<file path="src/rtl/operand_bank_pkg.sv">
// Shared definitions for the operand counter bank: channel FSM states,
// hold/repeat timer sizing and the saturate/wrap step arithmetic.
package operand_bank_pkg;

  typedef enum logic [1:0] {
    IDLE      = 2'd0,
    HOLD_WAIT = 2'd1,
    REPEAT    = 2'd2
  } chan_state_e;

  // Timer must hold the larger of the two intervals without overflowing.
  function automatic int timerWidth(input int holdDelay, input int repeatPeriod);
    int maxInterval;
    maxInterval = (holdDelay > repeatPeriod) ? holdDelay : repeatPeriod;
    return $clog2(maxInterval + 1);
  endfunction

  // One up/down step on a width-bit value, carried out one bit wider than the
  // operand so the overflow/underflow is visible before clamping or masking.
  function automatic logic [31:0] stepValue(input logic [31:0] cur,
                                            input logic        goUp,
                                            input int          step,
                                            input int          width,
                                            input logic        wrap);
    logic [32:0] maxVal;
    logic [32:0] stepExt;
    logic [32:0] curExt;
    logic [32:0] result;
    maxVal  = (33'd1 << width) - 33'd1;
    stepExt = 33'(step);
    curExt  = {1'b0, cur};
    if (goUp) begin
      result = curExt + stepExt;
      if (wrap) begin
        result = result & maxVal;
      end else if (result > maxVal) begin
        result = maxVal;
      end
    end else begin
      if (curExt >= stepExt) begin
        result = curExt - stepExt;
      end else if (wrap) begin
        result = (curExt - stepExt) & maxVal;
      end else begin
        result = '0;
      end
    end
    return result[31:0];
  endfunction

endpackage

</file>
<file path="src/rtl/operand_counter_channel.sv">
// One operand channel: press-and-hold FSM with auto-repeat timer and the
// count register. Clear and load override a step but leave the FSM running.
module operand_counter_channel
  import operand_bank_pkg::*;
#(
  parameter int WIDTH_COUNTER = 8,
  parameter int STEP_COUNTER  = 1,
  parameter int WRAP_MODE     = 0,
  parameter int HOLD_DELAY    = 5_000_000,
  parameter int REPEAT_PERIOD = 1_000_000
) (
  input  logic                     clk_100,
  input  logic                     reset_sw_n,
  input  logic                     i_up,
  input  logic                     i_down,
  input  logic                     i_clear,
  input  logic                     i_load,
  input  logic [WIDTH_COUNTER-1:0] i_loadValue,
  output logic [WIDTH_COUNTER-1:0] o_count,
  output logic                     o_stepPulse
);

  localparam int TW = timerWidth(HOLD_DELAY, REPEAT_PERIOD);
  localparam logic [TW-1:0] HOLD_LAST   = TW'(HOLD_DELAY - 1);
  localparam logic [TW-1:0] REPEAT_LAST = TW'(REPEAT_PERIOD - 1);

  chan_state_e              r_state;
  chan_state_e              w_stateNext;
  logic [TW-1:0]            r_timer;
  logic [TW-1:0]            w_timerNext;
  logic                     r_upLevel;
  logic                     r_downLevel;
  logic                     r_dirUp;
  logic                     w_dirUpNext;
  logic                     w_stepEn;
  logic                     w_held;
  logic [WIDTH_COUNTER-1:0] r_count;
  logic [WIDTH_COUNTER-1:0] w_countNext;
  logic [WIDTH_COUNTER-1:0] w_stepResult;
  logic                     r_stepPulse;

  // Only the remembered button, alone, counts as still being held.
  assign w_held = r_dirUp ? (i_up & ~i_down) : (i_down & ~i_up);

  assign w_stepResult = WIDTH_COUNTER'(stepValue(32'(r_count), w_dirUpNext,
                                                 STEP_COUNTER, WIDTH_COUNTER,
                                                 WRAP_MODE != 0));

  // Next-state logic: first step on the press edge, then hold delay, then repeat.
  always_comb begin
    w_stateNext = r_state;
    w_timerNext = r_timer;
    w_dirUpNext = r_dirUp;
    w_stepEn    = 1'b0;
    case (r_state)
      IDLE: begin
        w_timerNext = '0;
        if (i_up && !i_down && !r_upLevel) begin
          w_stepEn    = 1'b1;
          w_dirUpNext = 1'b1;
          w_stateNext = HOLD_WAIT;
        end else if (i_down && !i_up && !r_downLevel) begin
          w_stepEn    = 1'b1;
          w_dirUpNext = 1'b0;
          w_stateNext = HOLD_WAIT;
        end
      end
      HOLD_WAIT: begin
        if (!w_held) begin
          w_stateNext = IDLE;
          w_timerNext = '0;
        end else if (r_timer == HOLD_LAST) begin
          w_stepEn    = 1'b1;
          w_stateNext = REPEAT;
          w_timerNext = '0;
        end else begin
          w_timerNext = r_timer + TW'(1);
        end
      end
      REPEAT: begin
        if (!w_held) begin
          w_stateNext = IDLE;
          w_timerNext = '0;
        end else if (r_timer == REPEAT_LAST) begin
          w_stepEn    = 1'b1;
          w_timerNext = '0;
        end else begin
          w_timerNext = r_timer + TW'(1);
        end
      end
      default: begin
        w_stateNext = IDLE;
        w_timerNext = '0;
      end
    endcase
  end

  // Count update with clear over load over step.
  always_comb begin
    w_countNext = r_count;
    if (i_clear) begin
      w_countNext = '0;
    end else if (i_load) begin
      w_countNext = i_loadValue;
    end else if (w_stepEn) begin
      w_countNext = w_stepResult;
    end
  end

  // FSM, timer and button history registers.
  always_ff @(posedge clk_100 or negedge reset_sw_n) begin
    if (!reset_sw_n) begin
      r_state     <= IDLE;
      r_timer     <= '0;
      r_dirUp     <= 1'b0;
      r_upLevel   <= 1'b0;
      r_downLevel <= 1'b0;
    end else begin
      r_state     <= w_stateNext;
      r_timer     <= w_timerNext;
      r_dirUp     <= w_dirUpNext;
      r_upLevel   <= i_up;
      r_downLevel <= i_down;
    end
  end

  // Count register; the pulse marks the cycle in which a new value appears.
  always_ff @(posedge clk_100 or negedge reset_sw_n) begin
    if (!reset_sw_n) begin
      r_count     <= '0;
      r_stepPulse <= 1'b0;
    end else begin
      r_count     <= w_countNext;
      r_stepPulse <= (w_countNext != r_count);
    end
  end

  assign o_count     = r_count;
  assign o_stepPulse = r_stepPulse;

endmodule

</file>
<file path="src/rtl/operand_counter_bank.sv">
// N-channel operand generator: per-channel counters, load/clear decode,
// flattened count bus and bound flags for the operand mux and display path.
module operand_counter_bank
  import operand_bank_pkg::*;
#(
  parameter int NUM_CH        = 2,
  parameter int WIDTH_COUNTER = 8,
  parameter int STEP_COUNTER  = 1,
  parameter int WRAP_MODE     = 0,
  parameter int HOLD_DELAY    = 5_000_000,
  parameter int REPEAT_PERIOD = 1_000_000,
  localparam int LOAD_CH_W    = (NUM_CH > 1) ? $clog2(NUM_CH) : 1
) (
  input  logic                              clk_100,
  input  logic                              reset_sw_n,
  input  logic [NUM_CH-1:0]                 up,
  input  logic [NUM_CH-1:0]                 down,
  input  logic                              clear,
  input  logic                              load_en,
  input  logic [LOAD_CH_W-1:0]              load_ch,
  input  logic [WIDTH_COUNTER-1:0]          load_value,
  output logic [NUM_CH*WIDTH_COUNTER-1:0]   count_flat,
  output logic [NUM_CH-1:0]                 step_pulse,
  output logic [NUM_CH-1:0]                 at_max,
  output logic [NUM_CH-1:0]                 at_min
);

  logic [NUM_CH-1:0]        w_loadSel;
  logic [WIDTH_COUNTER-1:0] w_count [NUM_CH];

  for (genvar g = 0; g < NUM_CH; g++) begin : g_ch
    // An out-of-range load_ch matches no channel, so the load is dropped.
    assign w_loadSel[g] = load_en && (load_ch == LOAD_CH_W'(g));

    operand_counter_channel #(
      .WIDTH_COUNTER (WIDTH_COUNTER),
      .STEP_COUNTER  (STEP_COUNTER),
      .WRAP_MODE     (WRAP_MODE),
      .HOLD_DELAY    (HOLD_DELAY),
      .REPEAT_PERIOD (REPEAT_PERIOD)
    ) u_channel (
      .clk_100     (clk_100),
      .reset_sw_n  (reset_sw_n),
      .i_up        (up[g]),
      .i_down      (down[g]),
      .i_clear     (clear),
      .i_load      (w_loadSel[g]),
      .i_loadValue (load_value),
      .o_count     (w_count[g]),
      .o_stepPulse (step_pulse[g])
    );

    assign count_flat[g*WIDTH_COUNTER +: WIDTH_COUNTER] = w_count[g];
  end

  // Bound flags straight from the count registers.
  always_comb begin
    at_max = '0;
    at_min = '0;
    for (int i = 0; i < NUM_CH; i++) begin
      at_max[i] = &w_count[i];
      at_min[i] = ~|w_count[i];
    end
  end

endmodule

</file>
<file path="config.mk">
export PLATFORM = sky130hd
export DESIGN_NAME = operand_counter_bank
export DESIGN_NICKNAME = d
export VERILOG_FILES = /design/src/rtl/operand_bank_pkg.sv /design/src/rtl/operand_counter_channel.sv /design/src/rtl/operand_counter_bank.sv
export SDC_FILE = /design/constraint.sdc
export NUM_CORES = 1
export LEC_CHECK = 0
export CELL_PAD_IN_SITES_DETAIL_PLACEMENT = 2
export CELL_PAD_IN_SITES_GLOBAL_PLACEMENT = 2
export CORE_ASPECT_RATIO = 0.7
export CORE_UTILIZATION = 37
export DETAILED_ROUTE_END_ITERATION = 8
export PLACE_DENSITY = 0.93
export SETUP_SLACK_MARGIN = 0.15
export SLEW_MARGIN = 15
export SYNTH_ARGS = -nofsm -noshare
export SYNTH_HDL_FRONTEND = slang
export SYNTH_SLANG_ARGS = --single-unit
</file>
<file path="constraint.sdc">
create_clock -name clk_100 -period 7.9 [get_ports clk_100]
set_clock_uncertainty 0.15 [all_clocks]
set_input_delay 1.58 -clock clk_100 [delete_from_list [all_inputs] [get_ports clk_100]]
set_output_delay 1.58 -clock clk_100 [all_outputs]
set_load 0.05 [all_outputs]
</file>
==> After elaboration in Yosys (flattened, before gate mapping) <==
Cells that the tools add are included.
{ "totals": {"elab_cells": 133, "reg_bits": 74, "inputBits": 17, "out_inout_bits": 22} }
{ "op_classes": {"reduce_logical": 28, "bitwise": 9, "n_eq_ne": 16, "addsub": 6, "muxes": 56, "order_cmp": 4} }
{ "op_table": {"columns": ["operator", "count"], "rows": [
  ["23-bit two-way mux", 8],
  ["8-bit two-way mux", 12],
  ["23-bit case mux with 2 select lines", 2],
  ["23-bit by 1-bit adder with 23-bit output (second input constant)", 2],
  ["23-bit by 20-bit equality test with 1-bit output (second input constant)", 2],
  ["23-bit equality test (second input constant)", 2],
  ["1-bit two-way mux", 20],
  ["2-bit two-way mux", 10],
  ["8-bit by 1-bit adder with 9-bit output (second input constant)", 2],
  ["9-bit by 8-bit > comparator with 1-bit output (second input constant)", 2],
  ["8-bit by 1-bit >= comparator with 1-bit output (second input constant)", 2],
  ["8-bit != test", 2],
  ["8-bit AND reduction", 2],
  ["8-bit OR reduction", 2],
  ["8-bit by 1-bit subtractor with 8-bit output (second input constant)", 2],
  ["2-bit case mux with 3 select lines", 2],
  ["1-bit logical AND", 10],
  ["1-bit zero test", 10],
  ["3-bit by 1-bit != test with 1-bit output (second input constant)", 2],
  ["3-bit != test (second input constant)", 2],
  ["1-bit case mux with 3 select lines", 2],
  ["3-bit AND reduction", 2],
  ["1-bit inverter", 5],
  ["1-bit bitwise AND", 4],
  ["other kinds (4)", 8]
]} }

==> Logic depth before layout (Yosys ltp) <==
Gate-level depths: netlist of the first run.
{ "depth": {"ltp_word": 11, "mapped_depth": 11, "mapped_depth_nobuf": 10} }

==> By module <==
Synthesis of the first run repeated with hierarchy kept, for this count alone.
{ "unflattened": {"cells_unflattened": 640, "hier_area_um2": 5332.6} }
{ "by_module_without_submodules": {"columns": ["module", "seq_area_each_um2", "area_each_um2", "n_inst", "cells_per_inst"], "rows": [
  ["operand_counter_channel (g_ch[0].u_channel)", 925.9, 2677.6, 1, 312],
  ["operand_counter_channel (g_ch[1].u_channel)", 925.9, 2572.5, 1, 314],
  ["operand_counter_bank", 0.0, 82.6, 1, 14]
]} }

==> Least setup slack after synthesis of the first run <==
Ideal clock, no wire load.
{ "synth_timing": {"path_type": "flip-flop to output port", "start": "register g_ch[1].u_channel.r_count[1]", "end": "output at_max[1]", "path_slack_ps": 4191, "t_arrival_ps": 1979, "n_path_buf": 0, "required_time_ps": 6170, "stages_incl_launch_ff": 4, "cell_sequence": "dfrtp_1 -> ha_1 -> nand3_1 -> nor2_1"} }
{ "synth_between": {"elab_chain_cells": 1} }
{ "synth_rtl": {"columns": ["item", "line", "rtl"], "rows": [
  ["start, declared", "operand_counter_channel.sv:37", "logic [WIDTH_COUNTER-1:0] r_count;"],
  ["start signal, assigned", "operand_counter_channel.sv:133", "r_count <= w_countNext;"],
  ["8-bit AND reduction", "operand_counter_bank.sv:61", "at_max[i] = &w_count[i];"],
  ["end, declared", "operand_counter_bank.sv:24", "output logic [NUM_CH-1:0] at_max,"]
]} }
No other way between the ends.

==> Worst setup path after layout of the first run <==
{ "layout_timing": {"start": "register g_ch[0].u_channel.r_count[0]", "end": "output at_max[0]"} }
{ "layout_between": {"elab_chain_cells": 1} }
{ "layout_rtl": {"columns": ["item", "line"], "rows": [
  ["start, declared", "operand_counter_channel.sv:37"],
  ["start signal, assigned", "operand_counter_channel.sv:133"],
  ["8-bit AND reduction", "operand_counter_bank.sv:61"]
]} }
No other way between the ends.

==> results of run 1 <==
-- routing by layer --
layer  GRT usage, %  vias up  part of all wire [%]
li1               -     2363                     -
met1           35.4     2716                    44
met2           48.2      155                    50
met3           4.65       30                   4.4
met4           7.21        0                   1.4
met5              0        -                     0
-- where the power goes --
group / internal [mW] / total (mW) / leakage, nW / switching, mW
clock: 0.290 / 0.477 / 0.164 / 0.187
combinational: 0.168 / 0.478 / 1.22 / 0.310
sequential: 0.403 / 0.458 / 0.996 / 0.0548
total: 0.861 / 1.41 / 2.38 / 0.552
-- synth_stat cells, types with 5 or more instances --
| library cell | instances |
|---|---|
| a211oi_1 | 6 |
| a21o_1 | 6 |
| a21oi_1 | 36 |
| a31oi_1 | 6 |
| and2_1 | 6 |
| and3_1 | 14 |
| clkbuf_1 | 29 |
| dfrtp_1 | 74 |
| ha_1 | 20 |
| inv_1 | 28 |
| mux2i_1 | 9 |
| nand2_1 | 46 |
| nand2b_1 | 5 |
| nand3_1 | 31 |
| nand3b_1 | 5 |
| nand4_1 | 10 |
| nor2_1 | 84 |
| nor2b_1 | 6 |
| nor3_1 | 21 |
| nor3b_1 | 8 |
| nor4_1 | 6 |
| nor4b_1 | 5 |
| o211ai_1 | 9 |
| o21a_1 | 5 |
| o21ai_0 | 26 |
| o21bai_1 | 7 |
| o22ai_1 | 7 |
| xnor2_1 | 25 |
| xor2_1 | 24 |
-- cell usage in the layout (no fill, tap or decap), types with 9 or more instances in the layout --
| cell | netlist | layout |
|---|---|---|
| nand2_1 | 46 | 46 |
| nor2_1 | 84 | 84 |
| clkbuf_16 | 0 | 9 |
| dfrtp_1 | 74 | 74 |
| xor2_1 | 24 | 24 |
| ha_1 | 20 | 20 |
| nand4_1 | 10 | 10 |
| xnor2_1 | 25 | 25 |
| mux2i_1 | 9 | 9 |
| o211ai_1 | 9 | 9 |
| inv_1 | 28 | 28 |
| clkdlybuf4s50_1 | 0 | 37 |
| nor3_1 | 21 | 21 |
| nand3_1 | 31 | 31 |
| a21oi_1 | 36 | 36 |
| and3_1 | 14 | 14 |
| o21ai_0 | 26 | 26 |
-- cell families (layout without fill, tap and decap cells) --
family                     Yosys count  count (layout)
and+or+nand+nor                    274             274
AOI/OAI and AO/OA                  153             153
DFF                                 74              74
buffers and inverters               67              85
xor gates and xnor gates            49              49
adders and majority gates           20              20
muxes                               11              11
-- flip-flops by register name, summed over array words and instances, names as in the netlist --
name	count
g_ch.u_channel.r_state	4
g_ch.u_channel.o_stepPulse	2
g_ch.u_channel.r_downLevel	2
g_ch.u_channel.r_timer	46
g_ch.u_channel.r_upLevel	2
g_ch.u_channel.o_count	16
g_ch.u_channel.r_dirUp	2
-- layout make-up --
| cell class | count | share of cell area [%] |
|---|---|---|
| Tap cell | 190 | 3.84 |
| Clock buffer | 10 | 3.86 |
| Sequential cell | 74 | 29.9 |
| Inverter | 30 | 1.82 |
| Multi-Input combinational cell | 507 | 52.9 |
| Clock inverter | 6 | 1.53 |
| Timing Repair Buffer | 39 | 6.22 |
-- how the worst max path moves through the flow --
| stage | endpoint | cells past startpoint | slack [ns] | from |
|---|---|---|---|---|
| floorplan | at_max[1] | 3 | 4.19 | g_ch[1].u_channel.o_count[1] |
| global placement | g_ch[1].u_channel.o_stepPulse | 9 | 3.49 | down[1] |
| detailed placement | g_ch[0].u_channel.o_count[4] | 9 | 3.15 | up[0] |
| CTS | at_max[0] | 5 | 3.21 | g_ch[0].u_channel.o_count[0] |
| global route | at_max[0] | 5 | 3.03 | g_ch[0].u_channel.o_count[0] |
| finish | at_max[0] | 5 | 3.18 | g_ch[0].u_channel.o_count[0] |
-- worst max-delay path, delay by kind of cell (launching register included) --
family        cells  cell delay (ns)
buf+inv           2             0.99
flops             1             0.73
simple gates      2             0.51
fa+ha+maj         1             0.42
-- through the flow --
stage | setup slack, ns | instances | power [mW]
6_report | 3.18 | 856 | 1.41
2_1_floorplan | 4.19 | 648 | 0.773
5_1_grt | 3.03 | 856 | 1.47
4_1_cts | 3.21 | 856 | 1.41
3_3_place_gp | 3.49 | 840 | 0.883
3_5_place_dp | 3.15 | 840 | 0.917
==> impl_metrics.env, run 1 <==
export IMPL_status="completed"
export IMPL_gp_congestion=0.895
export IMPL_required_ns=6.17
export IMPL_layout_drive_gt1_share_pct=5.11
export IMPL_ctsHoldBuffers=0
export IMPL_power_density_mw_per_mm2=228
export IMPL_synthTopCellsByArea="dfrtp_1 34%, nor2_1 5.8%, ha_1 4.6%"
export IMPL_synth_seq_cells=74
export IMPL_synthFlopType="dfrtp_1"
export IMPL_arrival_ns=2.99
export IMPL_via_per_inst=6.15
export IMPL_synthMuxAreaShare_pct=2.08
export IMPL_slew_viol_final=0
export IMPL_yosys_area_share_adder_pct=4.63
export IMPL_num_rows=36
export IMPL_final_setup_tns_ns=0
export IMPL_rrSetupSlack_ns=4.32
export IMPL_slew_headroom_pct=27.9
export IMPL_design_area_mm2=0.00620
export IMPL_grt_start_max_net_pins=75
export IMPL_place_hpwl_um=13400
export IMPL_async_flop_share_pct=100
export IMPL_holdWs_ns=0.388
export IMPL_timing_rr_end="g_ch[0].u_channel.o_stepPulse"
export IMPL_rsz0062_at_grt="no"
export IMPL_dr_pass1_iters=5
export IMPL_synth_xor_area_share_pct=7.95
export IMPL_leakagePower_nw=2.38
export IMPL_dr_total_vias=5264
export IMPL_htreeDepth=3
export IMPL_ios=39
export IMPL_placed_cell_area_mm2=0.00586
export IMPL_critical_path_slowest_cell="clkdlybuf4s50_1"
export IMPL_portBuffers=38
export IMPL_multiInputGateArea_mm2=0.00328
export IMPL_yosysWarnings=0
export IMPL_path_class="reg -> out"
export IMPL_setup_violations=0
export IMPL_rr_startpoint="g_ch[0].u_channel.r_state[1]"
export IMPL_grt_antenna_before_repair=0
export IMPL_syn_avg_cell_area_um2=8.34
export IMPL_die_area_mm2=0.0151
export IMPL_fmax_mhz=212
export IMPL_peakVddDrop_mv=0.110
export IMPL_drc=0
export IMPL_synth_top_family_by_area="simple AND/OR/NAND/NOR gates"
export IMPL_n_antenna_cell=0
export IMPL_wirelength_um=20200
export IMPL_holdCritStartpoint="g_ch[1].u_channel.r_timer[0]"
export IMPL_coreArea_mm2=0.0141
export IMPL_die_x_um=146
export IMPL_cap_violations=0
export IMPL_crit_chain="ha_1 -> and3_1 -> nand4_1 -> inv_1 -> clkdlybuf4s50_1"
export IMPL_r2r_cells=10
export IMPL_cts_root_buf="clkbuf_16"
export IMPL_regArea_mm2=0.00185
export IMPL_holdPathStages=1
export IMPL_area_growth_synth_to_final_pct=14.8
export IMPL_cp_start_kind="flip-flop"
export IMPL_cts_buffers=9
export IMPL_synth_simple_gate_area_share_pct=26.3
export IMPL_period_share_pct=59.8
export IMPL_yosys_area_top_type="dfrtp_1"
export IMPL_routedWlPerCell_um=23.6
export IMPL_crit_path_max_incr_delay_ns=0.82
export IMPL_hold_path_class="reg -> reg"
export IMPL_dr_first_iter_drc_count=416
export IMPL_clock_path_buffers=2
export IMPL_synthCells=648
export IMPL_antenna_left=0
export IMPL_synth_compound_gate_area_share_pct=19.7
export IMPL_synth_top_area_share_pct=34.3
export IMPL_timing_final_crit_period_ns=4.72
export IMPL_cp_max_fo=17
export IMPL_final_nets=698
export IMPL_cts_tree="yes"
export IMPL_grt_pass1_wl_um=32300
export IMPL_gr_usage_all_layers_pct=27.5
export IMPL_die_h_um=103
export IMPL_start_util_pct=38.3
export IMPL_nFillCells=1527
export IMPL_grt_pass1_vias=5582
export IMPL_worstMarginPinSlew_ns=1.05
export IMPL_post_cts_resize_count=0
export IMPL_cp_end_kind="output pin"
export IMPL_synth_nets=685
export IMPL_synth_edff_count=0
export IMPL_finalHoldViolations=0
export IMPL_insertion_delay_ns=0.35
export IMPL_whs_endpoint="g_ch[1].u_channel.r_timer[0]"
export IMPL_utilization_pct=44.0
export IMPL_mappedNetlistArea_mm2=0.00540
export IMPL_path_clk_slew_ns=0.06
export IMPL_ys_types=73
export IMPL_cts_setup_buffers=0
export IMPL_synth_seq_area_share_pct=34.3
export IMPL_grt_overflow=0
export IMPL_cts_sinks=74
(Power assumes the default switching activity.)
==> run 2, diff against run 1 <==
--- a/config.mk
+++ b/config.mk
@@ -8,9 +8,9 @@
 export CELL_PAD_IN_SITES_DETAIL_PLACEMENT = 2
 export CELL_PAD_IN_SITES_GLOBAL_PLACEMENT = 2
 export CORE_ASPECT_RATIO = 0.7
-export CORE_UTILIZATION = 37
+export CORE_UTILIZATION = 36
 export DETAILED_ROUTE_END_ITERATION = 8
-export PLACE_DENSITY = 0.93
+export PLACE_DENSITY = 0.91
 export SETUP_SLACK_MARGIN = 0.15
 export SLEW_MARGIN = 15
 export SYNTH_ARGS = -nofsm -noshare
==> constraint.sdc (replaced) <==
create_clock -name clk_100 -period 4.9 [get_ports clk_100]
set_clock_uncertainty 0.15 [all_clocks]
set_input_delay 0.98 -clock clk_100 [delete_from_list [all_inputs] [get_ports clk_100]]
set_output_delay 0.98 -clock clk_100 [all_outputs]
set_load 0.05 [all_outputs]
==> run 2 against run 1 <==
Against the previous run:
- die area is 2.7% higher
- flip-flop and latch count stayed put
- wire length is 6.1% lower
- global-route usage is 1.8 points lower
- non-clock buffer count is 2 higher
==> impl_metrics.env, run 2 (synthesis gave the netlist of run 1 again) <==
export IMPL_fmax_mhz=247
export IMPL_drc=0
export IMPL_cp_start_kind="flip-flop"
export IMPL_post_cts_resize_count=0
export IMPL_dr_first_iter_drc_count=310
export IMPL_slew_headroom_pct=30.0
export IMPL_setup_violations=0
export IMPL_place_hpwl_um=13100
export IMPL_clock_path_buffers=2
export IMPL_cts_tree="yes"
export IMPL_timing_final_crit_period_ns=4.05
export IMPL_top_register="g_ch.u_channel.r_timer"
export IMPL_ctsHoldBuffers=0
export IMPL_insertion_delay_ns=0.34
export IMPL_worstMarginPinSlew_ns=1.05
export IMPL_htreeDepth=3
export IMPL_peakVddDrop_mv=0.138
export IMPL_cp_end_kind="output pin"
export IMPL_n_antenna_cell=0
export IMPL_gp_congestion=0.900
export IMPL_path_class="reg -> out"
export IMPL_grt_antenna_before_repair=0
export IMPL_final_common_cell="nor2_1"
export IMPL_die_h_um=104
export IMPL_area_growth_synth_to_final_pct=14.9
export IMPL_cts_sinks=74
export IMPL_hold_path_class="reg -> reg"
export IMPL_final_nets=700
export IMPL_layout_drive_gt1_share_pct=5.24
export IMPL_rsz0062_at_grt="no"
export IMPL_grt_pass1_wl_um=31500
export IMPL_leakagePower_nw=2.38
export IMPL_start_util_pct=36.8
export IMPL_grt_pass1_vias=5697
export IMPL_cts_setup_buffers=0
export IMPL_path_clk_slew_ns=0.06
export IMPL_dr_pass1_iters=5
export IMPL_final_setup_tns_ns=0
export IMPL_power_mw=2.23
export IMPL_grt_overflow=0
export IMPL_cts_root_buf="clkbuf_16"
export IMPL_die_area_mm2=0.0155
export IMPL_coreArea_mm2=0.0147
export IMPL_status="completed"
export IMPL_num_rows=37
export IMPL_period_share_pct=82.6
export IMPL_die_x_um=148
export IMPL_routedWlPerCell_um=21.9
export IMPL_portBuffers=38
export IMPL_finalHoldViolations=0
export IMPL_ios=39
export IMPL_largest_reg_flops=46
export IMPL_cts_buffers=9
export IMPL_power_density_mw_per_mm2=359
export IMPL_grt_start_max_net_pins=75
export IMPL_layout_common_cells="84 x nor2_1, 74 x dfrtp_1, 46 x nand2_1"
export IMPL_final_cells=863
export IMPL_cap_violations=0
export IMPL_slew_viol_final=0
export IMPL_required_ns=3.77
export IMPL_nFillCells=1618
export IMPL_arrival_ns=2.92
export IMPL_antenna_left=0
export IMPL_gr_usage_all_layers_pct=25.7
export IMPL_cp_max_fo=13
export IMPL_dr_total_vias=5181
export IMPL_dp_cells=847
export IMPL_via_per_inst=6.00
export IMPL_wirelength_um=18900
[run 2: path summary, 6_finish.rpt]
kind / startpoint / to / slack (ns) / cells past startpoint
setup / recovery: g_ch[0].u_channel.o_count[1] / at_max[0] / 0.85 / 5
hold / removal: g_ch[1].u_channel.r_timer[0] / g_ch[1].u_channel.r_timer[0] / 0.35 / 1
setup reg to reg: g_ch[1].u_channel.o_count[0] / g_ch[1].u_channel.o_stepPulse / 1.43 / 8
hold reg to reg: g_ch[1].u_channel.r_timer[0] / g_ch[1].u_channel.r_timer[0] / 0.35 / 1
max in group asynchronous: reset_sw_n / g_ch[1].u_channel.o_count[2] / 3.33 / 1
min in group asynchronous: reset_sw_n / g_ch[0].u_channel.r_timer[18] / 0.64 / 1
[run 2: cell type report]
type / count / area, µm² / share of cell area [%]
clock buffer: 10 / 229 / 3.69
tap: 195 / 244 / 3.93
sequential: 74 / 1850 / 29.8
inverter: 30 / 113 / 1.81
multi-input combinational: 507 / 3280 / 52.8
timing repair buffer: 41 / 400 / 6.45
clock inverter: 6 / 90.1 / 1.45
[run 2: layer usage]
metal  wire length (µm)  vias up  share of wire, %  GRT usage, %
met5                  0        -                 0             0
met4                373        0               2.0          6.77
met3                860       30               4.5          5.35
met2               9080      150                48          42.4
met1               8620     2641                46          33.9
li1                   -     2360                 -             -
[run 2: report_power, final]
group	switching (mW)	total, mW	internal [mW]
registers	0.0804	0.730	0.650
logic	0.492	0.765	0.273
clock network	0.281	0.729	0.448
[run 2: worst max-delay path: stages (launching register included)]
cell and delay, ns:
dfrtp_1 0.64, ha_1 0.40, and3_1 0.27, nand4_1 0.26
inv_1 0.19, clkdlybuf4s50_1 0.82
[run 2: per-stage QoR]
step / worst slack [ns] / hold WS [ns] / area, µm² / utilization [%]
after global placement: 1.12 / 0.324 / 5890 / 40.1
after global routing: 0.695 / 0.381 / 6200 / 42.3
after CTS: 0.824 / 0.356 / 6200 / 42.3
after detailed placement: 0.822 / 0.337 / 5890 / 40.1
after floorplan: 1.79 / 0.305 / 5400 / -
final: 0.853 / 0.353 / 6200 / 42.3
==> run 3, diff against run 2 <==
==> constraint.sdc (replaced) <==
create_clock -name clk_100 -period 4.1 [get_ports clk_100]
set_clock_uncertainty 0.15 [all_clocks]
set_input_delay 0.82 -clock clk_100 [delete_from_list [all_inputs] [get_ports clk_100]]
set_output_delay 0.82 -clock clk_100 [all_outputs]
set_load 0.05 [all_outputs]
==> run 3 against run 2 <==
Against the previous run:
- register-to-register slack got worse by 0.49 ns
- final cell count rose by 0.81%
- non-clock buffer count rose by 7
- core utilization rose by 0.19 points
- largest power group unchanged
==> impl_metrics.env, run 3 (synthesis gave the netlist of run 1 again) <==
export IMPL_status="completed"
export IMPL_grt_overflow=0
export IMPL_gr_usage_all_layers_pct=26.3
export IMPL_portBuffers=38
export IMPL_final_common_cell="nor2_1"
export IMPL_antenna_left=0
export IMPL_utilization_pct=42.5
export IMPL_holdWs_ns=0.354
export IMPL_holdCritStartpoint="g_ch[1].u_channel.r_timer[0]"
export IMPL_holdPathStages=1
export IMPL_cap_violations=0
export IMPL_clock_path_buffers=2
export IMPL_crit_chain="ha_1 -> nand3_1 -> nor2_1 -> clkdlybuf4s50_1"
export IMPL_peakVddDrop_mv=0.256
export IMPL_insertion_delay_ns=0.35
export IMPL_die_h_um=104
export IMPL_cts_tree="yes"
export IMPL_hold_path_class="reg -> reg"
export IMPL_place_hpwl_um=13300
export IMPL_finalHoldViolations=0
export IMPL_cp_start_kind="flip-flop"
export IMPL_crit_path_max_incr_delay_ns=0.86
export IMPL_area_growth_synth_to_final_pct=15.4
export IMPL_start_util_pct=36.8
export IMPL_htreeDepth=3
export IMPL_place_ws_ns=0.315
export IMPL_cp_end_kind="output pin"
export IMPL_cts_setup_buffers=0
export IMPL_placed_cell_area_mm2=0.00594
export IMPL_layout_drive_gt1_share_pct=6.22
export IMPL_rrSetupSlack_ns=0.94
export IMPL_power_density_mw_per_mm2=422
export IMPL_fmax_mhz=261
export IMPL_die_area_mm2=0.0155
export IMPL_cp_max_fo=10
export IMPL_ios=39
export IMPL_timing_final_crit_period_ns=3.83
export IMPL_gp_congestion=0.917
export IMPL_num_rows=37
export IMPL_slew_viol_final=0
export IMPL_routedWlPerCell_um=22.4
export IMPL_timing_rr_end="g_ch[1].u_channel.o_stepPulse"
export IMPL_cts_sinks=74
export IMPL_design_area_mm2=0.00623
export IMPL_grt_antenna_before_repair=0
export IMPL_dr_first_iter_drc_count=447
export IMPL_whs_endpoint="g_ch[1].u_channel.r_timer[0]"
export IMPL_leakagePower_nw=2.41
export IMPL_post_cts_resize_count=0
export IMPL_final_nets=707
export IMPL_path_class="reg -> out"
export IMPL_path_clk_slew_ns=0.07
export IMPL_wirelength_um=19500
export IMPL_dr_pass1_iters=5
export IMPL_grt_pass1_vias=5783
export IMPL_met1Wirelength_um=9080
export IMPL_dr_total_vias=5273
export IMPL_drc=0
export IMPL_via_per_inst=6.06
export IMPL_n_antenna_cell=0
export IMPL_rr_startpoint="g_ch[1].u_channel.r_state[0]"
export IMPL_dr_wl_met3_um=779
export IMPL_critical_path_slowest_cell="clkdlybuf4s50_1"
export IMPL_required_ns=3.13
export IMPL_r2r_cells=10
export IMPL_cts_root_buf="clkbuf_16"
export IMPL_ctsHoldBuffers=0
export IMPL_period_share_pct=93.5
export IMPL_grt_start_max_net_pins=75
export IMPL_setup_violations=0
export IMPL_coreArea_mm2=0.0147
export IMPL_arrival_ns=2.86
export IMPL_largest_reg_flops=46
export IMPL_die_x_um=148
export IMPL_grt_pass1_wl_um=31800
export IMPL_route_met2_wl_um=9300
export IMPL_slew_headroom_pct=31.8
export IMPL_final_setup_tns_ns=0
export IMPL_rsz0062_at_grt="no"
export IMPL_worstMarginPinSlew_ns=1.02
export IMPL_cts_buffers=9
export IMPL_maxUsedRoutingLayer="met4"
export IMPL_layout_common_cells="84 x nor2_1, 74 x dfrtp_1, 46 x nand2_1"
export IMPL_setup_slack_ns=0.268
export IMPL_top_register="g_ch.u_channel.r_timer"
==> run 3: final cells by class <==
cell class,instances,area (µm²)
clock inverters,6,65.1
clock buffers,10,229
inverters,30,113
fillers,1582,8440
repair buffers,48,453
multi-input cells,507,3280
flip-flops and latches,74,1850
well taps,195,244
==> run 3: worst max-delay path by stage <==
stage | start | end | slack (ns) | depth (start not counted)
after CTS | g_ch[1].u_channel.o_count[1] | at_max[1] | 0.30 | 4
after global routing | g_ch[1].u_channel.o_count[1] | at_max[1] | 0.21 | 4
after global placement | down[1] | g_ch[1].u_channel.o_stepPulse | 0.55 | 9
final | g_ch[1].u_channel.o_count[1] | at_max[1] | 0.27 | 4
after floorplan | g_ch[1].u_channel.o_count[1] | g_ch[1].u_channel.o_count[3] | 1.09 | 8
after detailed placement | down[1] | g_ch[1].u_channel.o_stepPulse | 0.32 | 9
==> run 3: report_power, final <==
group          leakage, nW  switching (mW)  total (mW)  internal (mW)
Combinational         1.27           0.615       0.956          0.341
Clock                0.143           0.341       0.814          0.473
Sequential           0.996          0.0810       0.858          0.777
==> run 3: stage by stage <==
stage / power, mW / std cells
6_report: 2.63 / 870
3_3_place_gp: 1.73 / 854
3_5_place_dp: 1.79 / 854
5_1_grt: 2.75 / 870
2_1_floorplan: 1.49 / 648
4_1_cts: 2.63 / 870
==> run 3: metal layers <==
| layer | global-route usage [%] | vias up |
|---|---|---|
| met3 | 4.34 | 29 |
| met1 | 35.7 | 2732 |
| met2 | 42.9 | 142 |
| met5 | 0 | - |
| met4 | 7.51 | 0 |
| li1 | - | 2370 |
==> run 3: worst max-delay path, delay by kind of cell (launching register included) <==
family                   cells  cell delay (ns)
buffers and inverters        1             0.86
AND/OR/NAND/NOR              2             0.64
adder cells (fa/ha/maj)      1             0.40
flip-flops                   1             0.60
